`config.mk`:
```
export PLATFORM = sky130hd
export DESIGN_NAME = hash_load_controller_flat
export DESIGN_NICKNAME = d
export VERILOG_FILES = /design/src/rtl/hash_load_controller_pkg.sv /design/src/rtl/hash_load_controller_if.sv /design/src/rtl/hash_load_controller_byte_assembler.sv /design/src/rtl/hash_load_controller.sv /design/src/flat_wrapper.sv
export SDC_FILE = /design/constraint.sdc
export NUM_CORES = 1
export LEC_CHECK = 0
export CAP_MARGIN = 20
export CORE_AREA = 3 3 166 168
export CTS_BUF_LIST = sky130_fd_sc_hd__clkbuf_4 sky130_fd_sc_hd__clkbuf_8 sky130_fd_sc_hd__clkbuf_16
export CTS_CLUSTER_SIZE = 24
export DETAILED_ROUTE_END_ITERATION = 8
export DIE_AREA = 0 0 169 171
export PLACE_DENSITY = 0.67
export SKIP_CTS_REPAIR_TIMING = 1
export SLEW_MARGIN = 20
export SYNTH_ARGS = -nofsm -noshare
export SYNTH_HDL_FRONTEND = slang
export SYNTH_SLANG_ARGS = --single-unit
export TNS_END_PERCENT = 50
```
`constraint.sdc`:
```
create_clock -name clk -period 6.5 [get_ports clk]
set_clock_uncertainty 0.15 [all_clocks]
set_input_delay 1.3 -clock clk [delete_from_list [all_inputs] [get_ports clk]]
set_output_delay 1.3 -clock clk [all_outputs]
set_load 0.01 [all_outputs]
```
`src/rtl/hash_load_controller_pkg.sv`:
```
// Command codes, hash geometry and FSM state type shared by the hash loader blocks.
package hash_cmd_pkg;

    localparam logic [7:0] CMD_START = 8'hAA;
    localparam logic [7:0] CMD_NEXT  = 8'h88;
    localparam logic [7:0] CMD_STOP  = 8'hEE;
    localparam logic [7:0] CMD_PROG  = 8'h6C;

    localparam int HASH_BYTES = 16;

    typedef enum logic [2:0] {
        IDLE,
        LOAD,
        WRITE,
        SEP,
        DONE
    } hash_state_t;

endpackage

```
`src/rtl/hash_load_controller_if.sv`:
```
// Single-port SRAM bus: the controller is master, the SRAM wrapper is slave.
interface hash_sram_if #(
    parameter int ADDR_W = 10,
    parameter int DATA_W = 128
);
    logic              read_enable;
    logic              write_enable;
    logic [ADDR_W-1:0] address;
    logic [DATA_W-1:0] write_data;
    logic [DATA_W-1:0] read_data;

    modport master (
        output read_enable,
        output write_enable,
        output address,
        output write_data,
        input  read_data
    );

    modport slave (
        input  read_enable,
        input  write_enable,
        input  address,
        input  write_data,
        output read_data
    );
endinterface

```
`src/rtl/hash_load_controller_byte_assembler.sv`:
```
// Packs received bytes MSB-first into one hash word; o_last marks the byte that completes it.
module hash_byte_assembler
    import hash_cmd_pkg::*;
#(
    parameter int DATA_W = 128
) (
    input  logic              clk,
    input  logic              rst,
    input  logic              i_clear,
    input  logic              i_shift,
    input  logic [7:0]        i_byte,
    output logic [DATA_W-1:0] o_word,
    output logic              o_last,
    output logic              o_full
);
    logic [DATA_W-1:0] r_word;
    logic [3:0]        r_count;
    logic              r_full;

    assign o_last = i_shift && (r_count == 4'(HASH_BYTES - 1));
    assign o_word = r_word;
    assign o_full = r_full;

    // The counter wraps to 0 on the completing byte, so a fresh word needs no explicit clear.
    always_ff @(posedge clk or posedge rst) begin
        if (rst) begin
            r_word  <= '0;
            r_count <= '0;
            r_full  <= 1'b0;
        end else if (i_clear) begin
            r_word  <= '0;
            r_count <= '0;
            r_full  <= 1'b0;
        end else if (i_shift) begin
            r_word  <= {r_word[DATA_W-9:0], i_byte};
            r_count <= r_count + 4'd1;
            if (o_last) begin
                r_full <= 1'b1;
            end
        end
    end
endmodule

```
`src/rtl/hash_load_controller.sv`:
```
// UART command parser that loads 128-bit NTLM target hashes into SRAM, then
// lends the single SRAM port to the cracker core for one read at a time.
module hash_load_controller
    import hash_cmd_pkg::*;
#(
    parameter int ADDR_W     = 10,
    parameter int DATA_W     = 128,
    parameter int MAX_HASHES = 1024
) (
    input  logic              clk,
    input  logic              rst,
    input  logic [7:0]        i_rx_data,
    input  logic              i_rx_valid,
    input  logic              i_rx_error,
    input  logic              i_crk_req,
    input  logic [ADDR_W-1:0] i_crk_addr,
    output logic              o_crk_gnt,
    output logic              o_crk_rdata_valid,
    output logic [DATA_W-1:0] o_crk_rdata,
    hash_sram_if.master       sram,
    output logic [ADDR_W:0]   o_hash_count,
    output logic              o_load_done,
    output logic              o_prog_req,
    output logic              o_err
);
    localparam logic [ADDR_W:0] MAX_COUNT = (ADDR_W + 1)'(MAX_HASHES);
    localparam logic [ADDR_W:0] ONE_HASH  = (ADDR_W + 1)'(1);

    hash_state_t       r_state;
    logic [ADDR_W:0]   r_hashCount;
    logic              r_loadDone;
    logic              r_progReq;
    logic              r_err;
    logic              r_rdataValid;

    logic              w_startCmd;
    logic              w_abort;
    logic              w_shift;
    logic              w_clear;
    logic              w_last;
    logic              w_full;
    logic              w_write;
    logic              w_gnt;
    logic [DATA_W-1:0] w_word;

    assign w_startCmd = i_rx_valid && (i_rx_data == CMD_START) &&
                        ((r_state == IDLE) || (r_state == DONE));
    assign w_abort    = i_rx_error && ((r_state == LOAD) || (r_state == SEP));
    assign w_shift    = (r_state == LOAD) && i_rx_valid && !i_rx_error;
    assign w_clear    = w_startCmd || w_abort || (r_state == WRITE);

    hash_byte_assembler #(
        .DATA_W (DATA_W)
    ) u_assembler (
        .clk     (clk),
        .rst     (rst),
        .i_clear (w_clear),
        .i_shift (w_shift),
        .i_byte  (i_rx_data),
        .o_word  (w_word),
        .o_last  (w_last),
        .o_full  (w_full)
    );

    // Grants only happen while load_done is high, so they can never collide with a loader write.
    assign w_write = (r_state == WRITE) && w_full;
    assign w_gnt   = i_crk_req && r_loadDone && ({1'b0, i_crk_addr} < r_hashCount);

    assign sram.write_enable = w_write;
    assign sram.read_enable  = w_gnt;
    assign sram.address      = w_write ? r_hashCount[ADDR_W-1:0] :
                               (w_gnt ? i_crk_addr : '0);
    assign sram.write_data   = w_write ? w_word : '0;

    assign o_crk_gnt         = w_gnt;
    assign o_crk_rdata_valid = r_rdataValid;
    assign o_crk_rdata       = r_rdataValid ? sram.read_data : '0;
    assign o_hash_count      = r_hashCount;
    assign o_load_done       = r_loadDone;
    assign o_prog_req        = r_progReq;
    assign o_err             = r_err;

    always_ff @(posedge clk or posedge rst) begin
        if (rst) begin
            r_state      <= IDLE;
            r_hashCount  <= '0;
            r_loadDone   <= 1'b0;
            r_progReq    <= 1'b0;
            r_err        <= 1'b0;
            r_rdataValid <= 1'b0;
        end else begin
            r_progReq    <= 1'b0;
            r_rdataValid <= w_gnt;
            case (r_state)
                IDLE, DONE: begin
                    if (i_rx_valid) begin
                        if (i_rx_data == CMD_START) begin
                            r_hashCount <= '0;
                            r_err       <= 1'b0;
                            r_loadDone  <= 1'b0;
                            r_state     <= LOAD;
                        end else if (i_rx_data == CMD_PROG) begin
                            r_progReq <= 1'b1;
                        end
                    end
                end
                LOAD: begin
                    if (i_rx_error) begin
                        r_err   <= 1'b1;
                        r_state <= IDLE;
                    end else if (w_last) begin
                        r_state <= WRITE;
                    end
                end
                WRITE: begin
                    r_hashCount <= r_hashCount + ONE_HASH;
                    if (i_rx_valid) begin
                        r_err <= 1'b1;
                    end
                    r_state <= SEP;
                end
                SEP: begin
                    if (i_rx_error) begin
                        r_err   <= 1'b1;
                        r_state <= IDLE;
                    end else if (i_rx_valid) begin
                        if ((i_rx_data == CMD_NEXT) && (r_hashCount != MAX_COUNT)) begin
                            r_state <= LOAD;
                        end else begin
                            // Either a clean stop, a full table, or a bad separator: all end the load.
                            if (i_rx_data != CMD_STOP) begin
                                r_err <= 1'b1;
                            end
                            r_loadDone <= 1'b1;
                            r_state    <= DONE;
                        end
                    end
                end
                default: r_state <= IDLE;
            endcase
        end
    end
endmodule

```
`src/flat_wrapper.sv`:
```
// flat-port wrapper written by rule: the top's interface ports become plain ports
module hash_load_controller_flat import hash_cmd_pkg::*;
#(
    parameter int ADDR_W     = 10,
    parameter int DATA_W     = 128,
    parameter int MAX_HASHES = 1024
)
  (clk, rst, i_rx_data, i_rx_valid, i_rx_error, i_crk_req, i_crk_addr, o_crk_gnt, o_crk_rdata_valid, o_crk_rdata, o_hash_count, o_load_done, o_prog_req, o_err, sram_read_enable, sram_write_enable, sram_address, sram_write_data, sram_read_data);
  hash_sram_if #(.ADDR_W(ADDR_W), .DATA_W(DATA_W)) sram_i ();
  input  logic clk;
  input  logic rst;
  input  logic [7:0] i_rx_data;
  input  logic i_rx_valid;
  input  logic i_rx_error;
  input  logic i_crk_req;
  input  logic [ADDR_W-1:0] i_crk_addr;
  output logic o_crk_gnt;
  output logic o_crk_rdata_valid;
  output logic [DATA_W-1:0] o_crk_rdata;
  output logic [ADDR_W:0] o_hash_count;
  output logic o_load_done;
  output logic o_prog_req;
  output logic o_err;
  output wire logic [$bits(sram_i.read_enable)-1:0] sram_read_enable;
  output wire logic [$bits(sram_i.write_enable)-1:0] sram_write_enable;
  output wire logic [$bits(sram_i.address)-1:0] sram_address;
  output wire logic [$bits(sram_i.write_data)-1:0] sram_write_data;
  input wire logic [$bits(sram_i.read_data)-1:0] sram_read_data;
  assign sram_read_enable = sram_i.read_enable;
  assign sram_write_enable = sram_i.write_enable;
  assign sram_address = sram_i.address;
  assign sram_write_data = sram_i.write_data;
  assign sram_i.read_data = sram_read_data;
  hash_load_controller #(.ADDR_W(ADDR_W), .DATA_W(DATA_W), .MAX_HASHES(MAX_HASHES)) u_core (.clk(clk), .rst(rst), .i_rx_data(i_rx_data), .i_rx_valid(i_rx_valid), .i_rx_error(i_rx_error), .i_crk_req(i_crk_req), .i_crk_addr(i_crk_addr), .o_crk_gnt(o_crk_gnt), .o_crk_rdata_valid(o_crk_rdata_valid), .o_crk_rdata(o_crk_rdata), .sram(sram_i), .o_hash_count(o_hash_count), .o_load_done(o_load_done), .o_prog_req(o_prog_req), .o_err(o_err));
endmodule
```
# Word level (Yosys, flattened, before mapping)
# Cells that the tools add are included.
classes:
  n_reduce_logical: 27
  mux: 39
  n_lt_le_gt_ge: 1
  n_eq_ne: 21
  add_sub_neg: 2
op_table:
  columns: ["cell", "count"]
  rows:
  - ["$mux 128", 4]
  - ["$mux 11", 2]
  - ["$pmux 11 s2", 1]
  - ["$mux 3", 7]
  - ["$mux 10", 2]
  - ["$mux 1", 18]
  - ["$eq 8x8->1 const B", 2]
  - ["$ne 2x2->1 const B", 6]
  - ["$ne 3x3->1 const B", 4]
  - ["$pmux 3 s4", 1]
  - ["$add 11x1->11 const B", 1]
  - ["$lt 10x11->1", 1]
  - ["$ne 11x11->1 const B", 1]
  - ["$logic_and 1x1->1", 10]
  - ["$eq 8x7->1 const B", 1]
  - ["$mux 4", 2]
  - ["$ne 8x8->1 const B", 1]
  - ["$reduce_and 8->1", 1]
  - ["$reduce_bool 2->1", 4]
  - ["$eq 3x2->1 const B", 2]
  - ["$reduce_and 6->1", 1]
  - ["$add 4x1->4 const B", 1]
  - ["$eq 4x4->1 const B", 1]
  - ["$logic_or 1x1->1", 4]
  - ["other kinds (12)", 12]
totals:
  inputBits: 151
  regBits: 151
  elab_cells: 99
  output_inout_bits: 284

# Logic depth before layout (Yosys ltp)
depth:
  word_depth: 7
  ltp_mapped: 9
  ltp_nobuf: 7

# By module
# From an unflattened synthesis, not the netlist that was laid out.
hier_totals:
  cells_unflattened: 907
  hier_area_um2: 8684.6
modules_own_cells:
  columns: ["module", "seq_area_each_um2", "n_inst", "area_each_um2", "cells_each"]
  rows:
  - ["hash_byte_assembler", 3328.2, 1, 5447.7, 434]
  - ["hash_load_controller", 450.4, 1, 3236.9, 473]

# Least setup slack after synthesis
# Ideal clock, no wire load.
synth_path:
  path_type: "input port to output port"
  from: "in i_crk_addr[9]"
  to: "out sram_read_enable"
  required_time_ps: 5050
  arrival_ps: 2816
  setup_slack_ps: 2234
  stages: 7
  path_buffers: 2
  cell_sequence: "ha_1 > nor2b_1 > nand3_1 > o41ai_1 > clkbuf_1 > inv_1 > buf_4"
synth_via:
  elab_chain_cells: 2
synth_lines:
  columns: ["item", "line", "text"]
  rows:
  - ["from (decl)", "flat_wrapper.sv:16", "input logic [ADDR_W-1:0] i_crk_addr;"]
  - ["$lt 10x11->1", "hash_load_controller.sv:67", "assign w_gnt = i_crk_req && r_loadDone && ({1'b0, i_crk_addr} < r_hashCount);"]
  - ["$logic_and 1x1->1", "hash_load_controller.sv:67", null]
  - ["to (decl)", "flat_wrapper.sv:24", "output wire logic [$bits(sram_i.read_enable)-1:0] sram_read_enable;"]
# Every way passes these cells.

# Worst setup path in the final report
layout_path:
  from: "in i_crk_addr[8]"
  to: "out sram_address[6]"
layout_via:
  elab_chain_cells: 4
layout_lines:
  columns: ["item", "line", "text"]
  rows:
  - ["$lt 10x11->1", "hash_load_controller.sv:67", null]
  - ["$logic_and 1x1->1", "hash_load_controller.sv:67", null]
  - ["$mux 10", "hash_load_controller.sv:72", "(w_gnt ? i_crk_addr : '0);"]
  - ["$mux 10", "hash_load_controller.sv:71", "assign sram.address = w_write ? r_hashCount[ADDR_W-1:0] :"]
  - ["to (decl)", "flat_wrapper.sv:26", "output wire logic [$bits(sram_i.address)-1:0] sram_address;"]
# Every way passes these cells.

==> results.cfg <==
[clock_network]
cts_buffers = 17
insertion_delay_ns = 0.42
cts_sinks = 151
clk_pin_slew_ns = 0.07
cts_tree = done
htree_levels = 4
cts_root_buf = clkbuf_16
cts_buffer_depth = 2

[routing]
vias = 8643
dr_wl_met3_um = 2904
maxUsedRoutingLayer = met5
drt-wirelength-per-cell_um = 20.58
viasPerCell = 4.872
drc = 0
ant_nets = 0
wl_met2_um = 18830
drt_wl_total_um = 36500
drt_first_pass_iters = 5
drtIter0Drc = 555
met1_length_um = 13870

[power]
peakVddDrop_uv = 276.1
switchingPower_uw = 1262
swShare_pct = 37.53
powerDensity_nw_per_um2 = 247.7
seqPwrFrac_pct = 34.2
p_clk_share_pct = 28.9
total_power_uw = 3363
power_frac_comb_pct = 36.9
internal-power_uw = 2101
leakage_uw = 0.005511

[timing]
tightest_slew_ns = 1.088
fin_crit_sh_pct = 81.04
max-slew-margin-rel_pct = 27.49
setup_violations = 0
max_freq_ghz = 0.1898
maxSlewViolCount = 0
hold_ws_ns = 0.3647
fin_crit_ns = 5.268
hold_viol_final = 0
setup_tns_ns = 0
rsz0062_at_grt = no

[placement]
hpwl_um = 28080
port_buffers = 434
dp.cells = 1738
routabilityCongestion = 1.004

[critical_path]
critPathCaptureType = primary output
path_cells = clkdlybuf4s50_1, ha_1, a21o_1, a221o_1, a41oi_1, o41ai_1, buf_4, o22ai_1, clkdlybuf4s50_1
crit_buf_inv = 3
cp-start-kind = primary input
worst_ep_required_time_ns = 5.05
crit_path_max_fanout = 11
cp_top_family = buffers and inverters
arrival_ns = 3.82
critical_path_class = in -> out
cp_common_cell = clkdlybuf4s50_1
max_stage_delay_ns = 0.61
cp_slowest_cell = clkdlybuf4s50_1

[global_route]
grt_overflow_total = 0
grt_pass1_wl_um = 53430
first_global_vias = 8581
antenna_found_initial = 11
grt_usage_pct = 24.43
grt_max_degree = 134

[yosys]
yosysUniqueCellTypes = 47
syn_avg_cell_area_um2 = 8.140
synthXorXnorAreaFrac_pct = 1.035
yosys_warnings = 0
synthAdderAreaFrac_pct = 1.774
async_flop_share_pct = 100.0
yosysSeqAreaShare_pct = 44.63
synth_top_family_by_area = simple AND/OR/NAND/NOR gates
synth_compound_area_share_pct = 11.31
synthMuxAreaShare_pct = 0.2513
yosys.area_share.simple_pct = 36.08
ys.flop_type = dfrtp_1
synth_area_um2 = 8466
synth.net_count = 1203
synth_edf_count = 0
synth-seq-cells = 151
synthCells = 1040

[run_status]
outcome = complete, no violations

[finish]
fillers = 2446
final_common_cell = clkdlybuf4s50_1
regArea_um2 = 3780
utilization_pct = 52.10
syn_to_final_growth_pct = 60.36
multi_input_area_um2 = 4288
fin_cells = 1774
nNetsFinal = 1585
layout_common_cells = 434 x clkdlybuf4s50_1, 276 x nand2_1, 259 x and2_1
drive_above_1_share_pct = 3.972

[floorplanning]
rows = 59
core_um2 = 26060
die-area_um2 = 28900
start_util_pct = 32.49
die_h_um = 171
die_w_um = 169
ios = 435

[job]
maxCapViolations = 0

[hold_path]
hold_path.class = reg -> reg
[stage by stage]
stage | setup WS (ns) | instance area, µm²
5_1_grt | 1.109 | 13580
4_1_cts | 1.256 | 13570
3_3_place_gp | 1.316 | 12990
6_report | 1.232 | 13580
3_5_place_dp | 1.272 | 12990
2_1_floorplan | 0.9853 | 8466
[logic make-up after synthesis]
family | after synthesis
AO/OA/AOI/OAI | 172
XOR/XNOR | 10
adder cells (fa/ha/maj) | 12
buffers and inverters | 98
flip-flops | 151
multiplexers | 2
AND/OR/NAND/NOR | 595
[sequential cells by signal (all words and copies together) (netlist names)]
signal                      flops
u_core.r_state                  3
u_core.o_load_done              1
u_core.o_crk_rdata_valid        1
u_core.o_hash_count            11
u_core.o_err                    1
u_core.u_assembler.o_word     128
u_core.u_assembler.r_count      4
u_core.o_prog_req               1
u_core.u_assembler.o_full       1
[synth_stat cells, types with 2 or more instances]
cell type  count  area, µm²
and4_1         3      26.28
and4bb_2       2      25.02
and2_1       260       1627
inv_1         17      63.81
dfrtp_1      151       3779
a21o_1         3      22.52
o21ai_0        3      15.01
a22o_1         2      17.52
o21bai_1       2      15.01
nand3_1        8      40.04
nor4_1         7      43.79
o22ai_1       12      75.07
nor4b_2        2      30.03
xnor2_1        8      70.07
o41ai_1        2      17.52
ha_1          12      150.1
and3_1         2      12.51
nand2_1      277       1040
nand4_1        5      31.28
buf_2         24      120.1
a21oi_1      137      685.7
nor3_1         3      15.01
nor2_1        19      71.32
clkbuf_1      54      202.7
buf_6          2      22.52
xor2_1         2      17.52
[final cells by class]
cell class                      instances  area share [%]
Clock inverter                         14           1.023
Timing Repair Buffer                  444           32.65
Antenna cell                            4         0.07373
Sequential cell                       151           27.84
Multi-Input combinational cell        791           31.59
Inverter                               17          0.5069
Clock buffer                           18           3.235
Tap cell                              335           3.088
[path summary, 6_finish.rpt]
kind / cells after the start / to / slack (ns) / from
max: 9 / sram_address[6] / 1.23 / i_crk_addr[8]
min: 1 / u_core.o_err$_DFFE_PP0P_ / 0.36 / u_core.o_err$_DFFE_PP0P_
max reg2reg: 5 / u_core.u_assembler.o_word[71]$_DFFE_PP0P_ / 3.35 / u_core.r_state[2]$_DFFE_PP0P_
min reg2reg: 1 / u_core.o_err$_DFFE_PP0P_ / 0.36 / u_core.o_err$_DFFE_PP0P_
max in group asynchronous: 3 / u_core.o_crk_rdata_valid$_DFF_PP0_ / 3.92 / rst
min in group asynchronous: 2 / u_core.u_assembler.o_word[63]$_DFFE_PP0P_ / 1.20 / rst
[metal layers]
layer / up-vias / GRT usage [%]
li1: 4112 / -
met4: 6 / 7.304
met5: - / 0
met3: 46 / 8.572
met1: 4184 / 28.05
met2: 295 / 43.10
[power groups by stage]
stage,registers [µW],logic [µW],clock network [µW]
2_1_floorplan,1110,705,0
3_3_place_gp,1160,1250,0
3_5_place_dp,1160,1250,0
4_1_cts,1150,1250,985
5_1_grt,1170,1350,1020
6_report,1150,1240,971
[worst reg2reg max path: stages, from the launching register on]
cell     delay [ns]
dfrtp_1        0.60
nor4b_2        0.58
and2_4         0.93
buf_4          0.54
nand2_1        0.13
a21oi_1        0.15
Note: power is estimated with default switching activity, not from simulation.
==> edit 1 (config.mk and constraints unchanged) <==
`DATA_W` is set to 128 in 4 places; all go to 64.
--- a/src/rtl/hash_load_controller_if.sv
+++ b/src/rtl/hash_load_controller_if.sv
@@ -3,3 +3,3 @@
     parameter int ADDR_W = 10,
-    parameter int DATA_W = 128
+    parameter int DATA_W = 64
 );
--- a/src/rtl/hash_load_controller_byte_assembler.sv
+++ b/src/rtl/hash_load_controller_byte_assembler.sv
@@ -4,3 +4,3 @@
 #(
-    parameter int DATA_W = 128
+    parameter int DATA_W = 64
 ) (
--- a/src/rtl/hash_load_controller.sv
+++ b/src/rtl/hash_load_controller.sv
@@ -6,3 +6,3 @@
     parameter int ADDR_W     = 10,
-    parameter int DATA_W     = 128,
+    parameter int DATA_W     = 64,
     parameter int MAX_HASHES = 1024
--- a/src/flat_wrapper.sv
+++ b/src/flat_wrapper.sv
@@ -4,3 +4,3 @@
     parameter int ADDR_W     = 10,
-    parameter int DATA_W     = 128,
+    parameter int DATA_W     = 64,
     parameter int MAX_HASHES = 1024
Interface: changed (resized o_crk_rdata, sram_read_data and sram_write_data); port bits go from 435 to 243. The function was not compared with the original's and may differ.
==> edit 1 against the unedited design <==
Sequential share of layout area is 0.98 points lower. Clock power is 41% lower. Critical endpoint is now sram_address[2]. Final area is 40% lower. Power is 53% lower. Die area stayed put. Via count is 40% lower. Register-to-register slack better by 440 ps. Routed wire length is 48% lower. Sequential power is 43% lower. Area after synthesis is 40% lower. Sequential cell count is 64 lower. Worst setup slack worse by 41 ps. Largest power group is now sequential cells.
==> edit 1: results (changes against the unedited design) <==
Run status
  – Outcome: completed

Global route
  – Gr usage total: 12.7% (-12 points)
  – First-pass GRT wire length: 28.9 mm (-46%)
  – Initial antenna violation count: 4 (-7)
  – Remaining global-route overflow: 0 (unchanged)
  – Largest net degree at the start of global routing: 78 (-42%)
  – Vias in the first global route: 5,114 (-40%)

Clocking
  – TritonCTS buffer count: 9 (-8)
  – Worst skew pair latency: 350 ps (-70 ps)
  – Reg clk slew, reported paths: 70 ps (about the same)
  – H-tree depth: 3 (-1)

Synthesis
  – Seq/Total Area, Yosys: 42.8% (-1.8 points)
  – Synth Flop Type: dfrtp_1
  – Synth top area cells: dfrtp_1, nand2_1, and3_1, and2_1, a21oi_1
  – Number of distinct library cells after synthesis: 47 (unchanged)
  – Yosys warns: 0 (unchanged)
  – Mapped Nets: 716 (-40%)
  – Synth cell count leaders: nand2_1, dfrtp_1, and3_1

Layout
  – Antenna diode count: 0 (-4)
  – Nets: 926 (-42%)
  – Fill count: 2,717 (+11%)
  – Layout cell share with drive strength beyond 1: 5.53% (+1.6 points)
  – Max FFs per register: 64 (-50%)

Placement
  – Placer Congestion: 0.760 (-24%)
  – Dpl hpwl: 14.2 mm (-50%)
  – Port Buf Inserts: 242 (-44%)

Routing
  – Via count: 5,174 (-40%)
  – Initial DRC Count: 308 (-45%)
  – Total wire length: 19.2 mm (-48%)
  – Initial DRT Pass Iterations: 4 (-1)

Worst setup path
  – CP max FO: 11 (unchanged)
  – Slowest cell on the critical path: clkdlybuf4s50_1
  – CP Data Arrival Time: 3860 ps (+40 ps)
  – Largest stage delay on the critical path: 630 ps (+20 ps)
  – R2R Setup Slk: 3790 ps (+440 ps)

Timing
  – Final TNS setup: 0 ps (unchanged)
  – Worst slew pin tran: 810 ps (-278 ps)

Power
  – Maximum vdd drop: 0.119 mV (-57%)
  – Leakage power total: 3.55 nW (-36%)
edit 1: routing by layer:
layer  track usage, %  routed length, µm  vias to the layer above
li1                 -                  -                     2476
met1             13.7               7130                     2455
met2             24.4              10100                      220
met3             3.37               1480                       23
met4             3.74                446                        0
met5                0                  0                        -
edit 1: cell type report:
class / count / area, µm² / share of cell area, %
Multi-Input combinational cell: 454 / 2590 / 31.9
Inverter: 24 / 91.3 / 1.13
Timing Repair Buffer: 251 / 2500 / 30.9
Sequential cell: 87 / 2180 / 26.9
Tap cell: 335 / 419 / 5.17
Clock inverter: 7 / 101 / 1.25
Clock buffer: 9 / 225 / 2.78
edit 1: worst paths after layout:
check	startpoint	to	cells after the start
max	i_crk_addr[4]	sram_address[2]	9
min	u_core.u_assembler.o_word[57]	u_core.u_assembler.o_word[57]	2
max reg2reg	u_core.r_state[0]	u_core.u_assembler.o_word[56]	6
min reg2reg	u_core.u_assembler.o_word[57]	u_core.u_assembler.o_word[57]	2
max in group asynchronous	rst	u_core.u_assembler.o_word[17]	3
min in group asynchronous	rst	u_core.o_hash_count[3]	2
edit 1: metrics by stage:
stage | area, µm² | cells | setup WS [ps] | hold WS (ps)
2_1_floorplan | 5090 | 617 | 2290 | 344
3_3_place_gp | 7760 | 1150 | 1110 | 346
5_1_grt | 8110 | 1167 | 1010 | 393
4_1_cts | 8090 | 1166 | 1130 | 372
6_report | 8110 | 1167 | 1190 | 370
3_5_place_dp | 7760 | 1150 | 1130 | 357
edit 1: cells by family after synthesis:
family / count (synthesis) / synth area share, %
adders and majority gates: 12 / 2.95
DFF: 87 / 42.8
muxes: 1 / 0.221
buffers and inverters: 76 / 6.52
AOI/OAI and AO/OA: 100 / 12.2
xor gates and xnor gates: 11 / 1.89
and+or+nand+nor: 330 / 33.4
edit 1: power by group:
| part | leakage (nW) | internal (mW) | switching [mW] |
|---|---|---|---|
| registers | 1.16 | 0.595 | 0.0607 |
| clock network | 0.158 | 0.342 | 0.233 |
| logic | 2.23 | 0.181 | 0.178 |
| total | 3.55 | 1.12 | 0.472 |
edit 1: worst min-delay path: stages, from the launching register on:
cell and delay, ps:
dfrtp_1 380, nand2_1 50, a21oi_1 50
==> edit 2 (config.mk and constraints unchanged) <==
Made on the original files. Register the output `o_hash_count` once more; this adds one clock of latency there. The other outputs are not delayed to match.
--- a/src/rtl/hash_load_controller.sv
+++ b/src/rtl/hash_load_controller.sv
@@ -77,3 +77,5 @@
     assign o_crk_rdata       = r_rdataValid ? sram.read_data : '0;
-    assign o_hash_count      = r_hashCount;
+    always_ff @(posedge clk) begin
+        o_hash_count <= r_hashCount;
+    end
     assign o_load_done       = r_loadDone;
Function: same outputs for any inputs over 4 cycles, from zero or initial values and one cycle with rst high; that may be too few to reach the edited logic, so the function may still have changed.
==> edit 2 against the unedited design <==
Routed wire length increased by 30%. Final area is 1.8% higher. Global-route usage rose by 7.6 points. Non-clock buffer count stayed put. Area after synthesis up 3.2%. Power is 6.6% lower. Worst setup slack better by 86 ps. Sequential cell count up 11. Combinational power fell by 28%. Clock power increased by 6%.
==> edit 2: results (changes against the unedited design) <==
Run status
  – Outcome: completed

Worst setup path
  – CP most frequent cell: clkdlybuf4s50_1
  – R2R Setup Slk: 3420 ps (+70 ps)
  – FF-to-FF Start: u_core.r_state[0]
  – Largest stage delay on the critical path: 630 ps (+20 ps)
  – CP Data Arrival Time: 3730 ps (-90 ps)
  – Slowest cell on the critical path: clkdlybuf4s50_1
  – Reg-to-Reg End: u_core.u_assembler.o_word[121]
  – CP max FO: 11 (unchanged)
  – Critical path's top delay family: buffers and inverters
  – Worst Reg-to-Reg Cells: 6 (+1)

Clocking
  – Reg clk slew, reported paths: 60 ps
  – Root Driver: clkbuf_16
  – H-tree depth: 4 (unchanged)
  – TritonCTS buffer count: 17 (unchanged)
  – Longest Clk Path Bufs: 2 (unchanged)
  – Worst skew pair latency: approximately 430 ps

Placement
  – Port Buf Inserts: 434 (unchanged)
  – Placer Congestion: 0.988 (-1.5%)
  – Dpl hpwl: 37.9 mm (+35%)

Global route
  – Initial antenna violation count: 30 (+19)
  – Gr usage total: 32.0% (+7.6 points)
  – First-pass GRT wire length: 66.5 mm (+24%)
  – Vias in the first global route: 8,964 (+4.5%)
  – Largest net degree at the start of global routing: 130 (-3.0%)

Min path
  – HP Class: reg2reg
  – Hold path start: u_core.r_hashCount[9]
  – Hold Path Depth: 0 (-1)
  – WHS Endpoint: u_core.o_hash_count[9]

Synthesis
  – Number of distinct library cells after synthesis: 48 (+2.1%)
  – Yosys warns: 0 (unchanged)
  – Mapped Nets: 1,229 (+2.2%)
  – Synth Flop Type: dfrtp_1
  – Seq/Total Area, Yosys: 45.8% (+1.1 points)
  – Post-synth ARST share: 93.2% (-6.8 points)
  – Synth cell count leaders: nand2_1, dfrtp_1, a21oi_1
  – Synth top area cells: dfrtp_1, nand2_1, and3_1, and2_1, a21oi_1

Power
  – Maximum vdd drop: 0.170 mV (-38%)
  – Leakage power total: 5.96 nW (+8.1%)

Timing
  – WHS: 268 ps (-97.0 ps)
  – Final TNS setup: 0 ps (unchanged)
  – Worst slew pin tran: 924 ps (-164 ps)

Routing
  – Initial DRT Pass Iterations: 5 (unchanged)
  – Via count: 9,396 (+8.7%)
  – Initial DRC Count: 920 (+66%)
  – Routed len/inst: 26.4 µm (+28%)
  – Final ANT Viol Nets: 0 (unchanged)

Layout
  – Fill count: 2,443 (-0.12%)
  – Max FFs per register: 128 (unchanged)
  – Layout cell share with drive strength beyond 1: 4.01% (+0.033 points)
  – Nets: 1,599 (+0.88%)

Run
  – Max cap viols: 0 (unchanged)
## edit 2: worst reg2reg max path, cell delays in order, from the launching register on
cell and delay, ps:
dfrtp_1 590, nor2_1 460, and2_1 240, nand4_1 210, o21ai_4 410, buf_4 720
a21oi_1 140
## edit 2: worst max path at each step
stage                        startpoint                        to  slack [ps]  cells past startpoint
after floorplan                     rst  u_core.o_crk_rdata_valid         990                      1
after global placement    i_crk_addr[8]           sram_address[1]        1390                      8
after detailed placement  i_crk_addr[8]           sram_address[1]        1400                      8
after CTS                 i_crk_addr[8]           sram_address[1]        1380                      8
after global routing      i_crk_addr[8]           sram_address[1]        1280                      8
final                     i_crk_addr[8]           sram_address[1]        1320                      8
## edit 2: routing by layer
layer	wire length, µm	global-route usage (%)	share of wire, %
met5	54	0	0.11
met4	778	9.99	1.6
met3	4060	10.0	8.6
met2	23300	53.2	49
met1	19200	40.1	40
## edit 2: kinds of logic (layout without fill, tap and decap cells)
kind of cell / Yosys count / after routing / share of synthesized area (%)
fa+ha+maj: 12 / 12 / 1.72
compound gates: 180 / 180 / 11.4
mux: 3 / 3 / 0.372
other cells: 0 / 12 / 0
simple gates: 595 / 595 / 34.7
buf+inv: 107 / 489 / 5.37
flops: 162 / 162 / 45.8
xor+xnor: 7 / 7 / 0.702
## edit 2: power breakdown
part | total (mW) | switching, mW | leakage, nW | internal, mW
Clock | 1.03 | 0.453 | 0.288 | 0.578
Sequential | 1.22 | 0.152 | 2.18 | 1.07
Combinational | 0.888 | 0.569 | 3.49 | 0.318
## edit 2: through the flow
step	utilization, %	total power, mW	setup slack [ps]	cell area (µm²)	std cells
4_1_cts	52.9	3.14	1380	13800	1783
6_report	53.0	3.14	1320	13800	1795
3_5_place_dp	50.6	2.11	1400	13200	1752
5_1_grt	53.0	3.28	1280	13800	1792
3_3_place_gp	50.6	2.10	1390	13200	1752
2_1_floorplan	-	1.70	985	8740	1066
## edit 2: final cells by class
| cell class | count | area [µm²] | area share [%] |
|---|---|---|---|
| inverter | 14 | 60.1 | 0.435 |
| clock inverter | 14 | 169 | 1.22 |
| timing repair buffer | 444 | 4420 | 32.0 |
| clock buffer | 17 | 425 | 3.08 |
| multi-input combinational | 797 | 4290 | 31.0 |
| tap | 335 | 419 | 3.03 |
| sequential | 162 | 4000 | 29.0 |
| antenna | 12 | 30.0 | 0.217 |
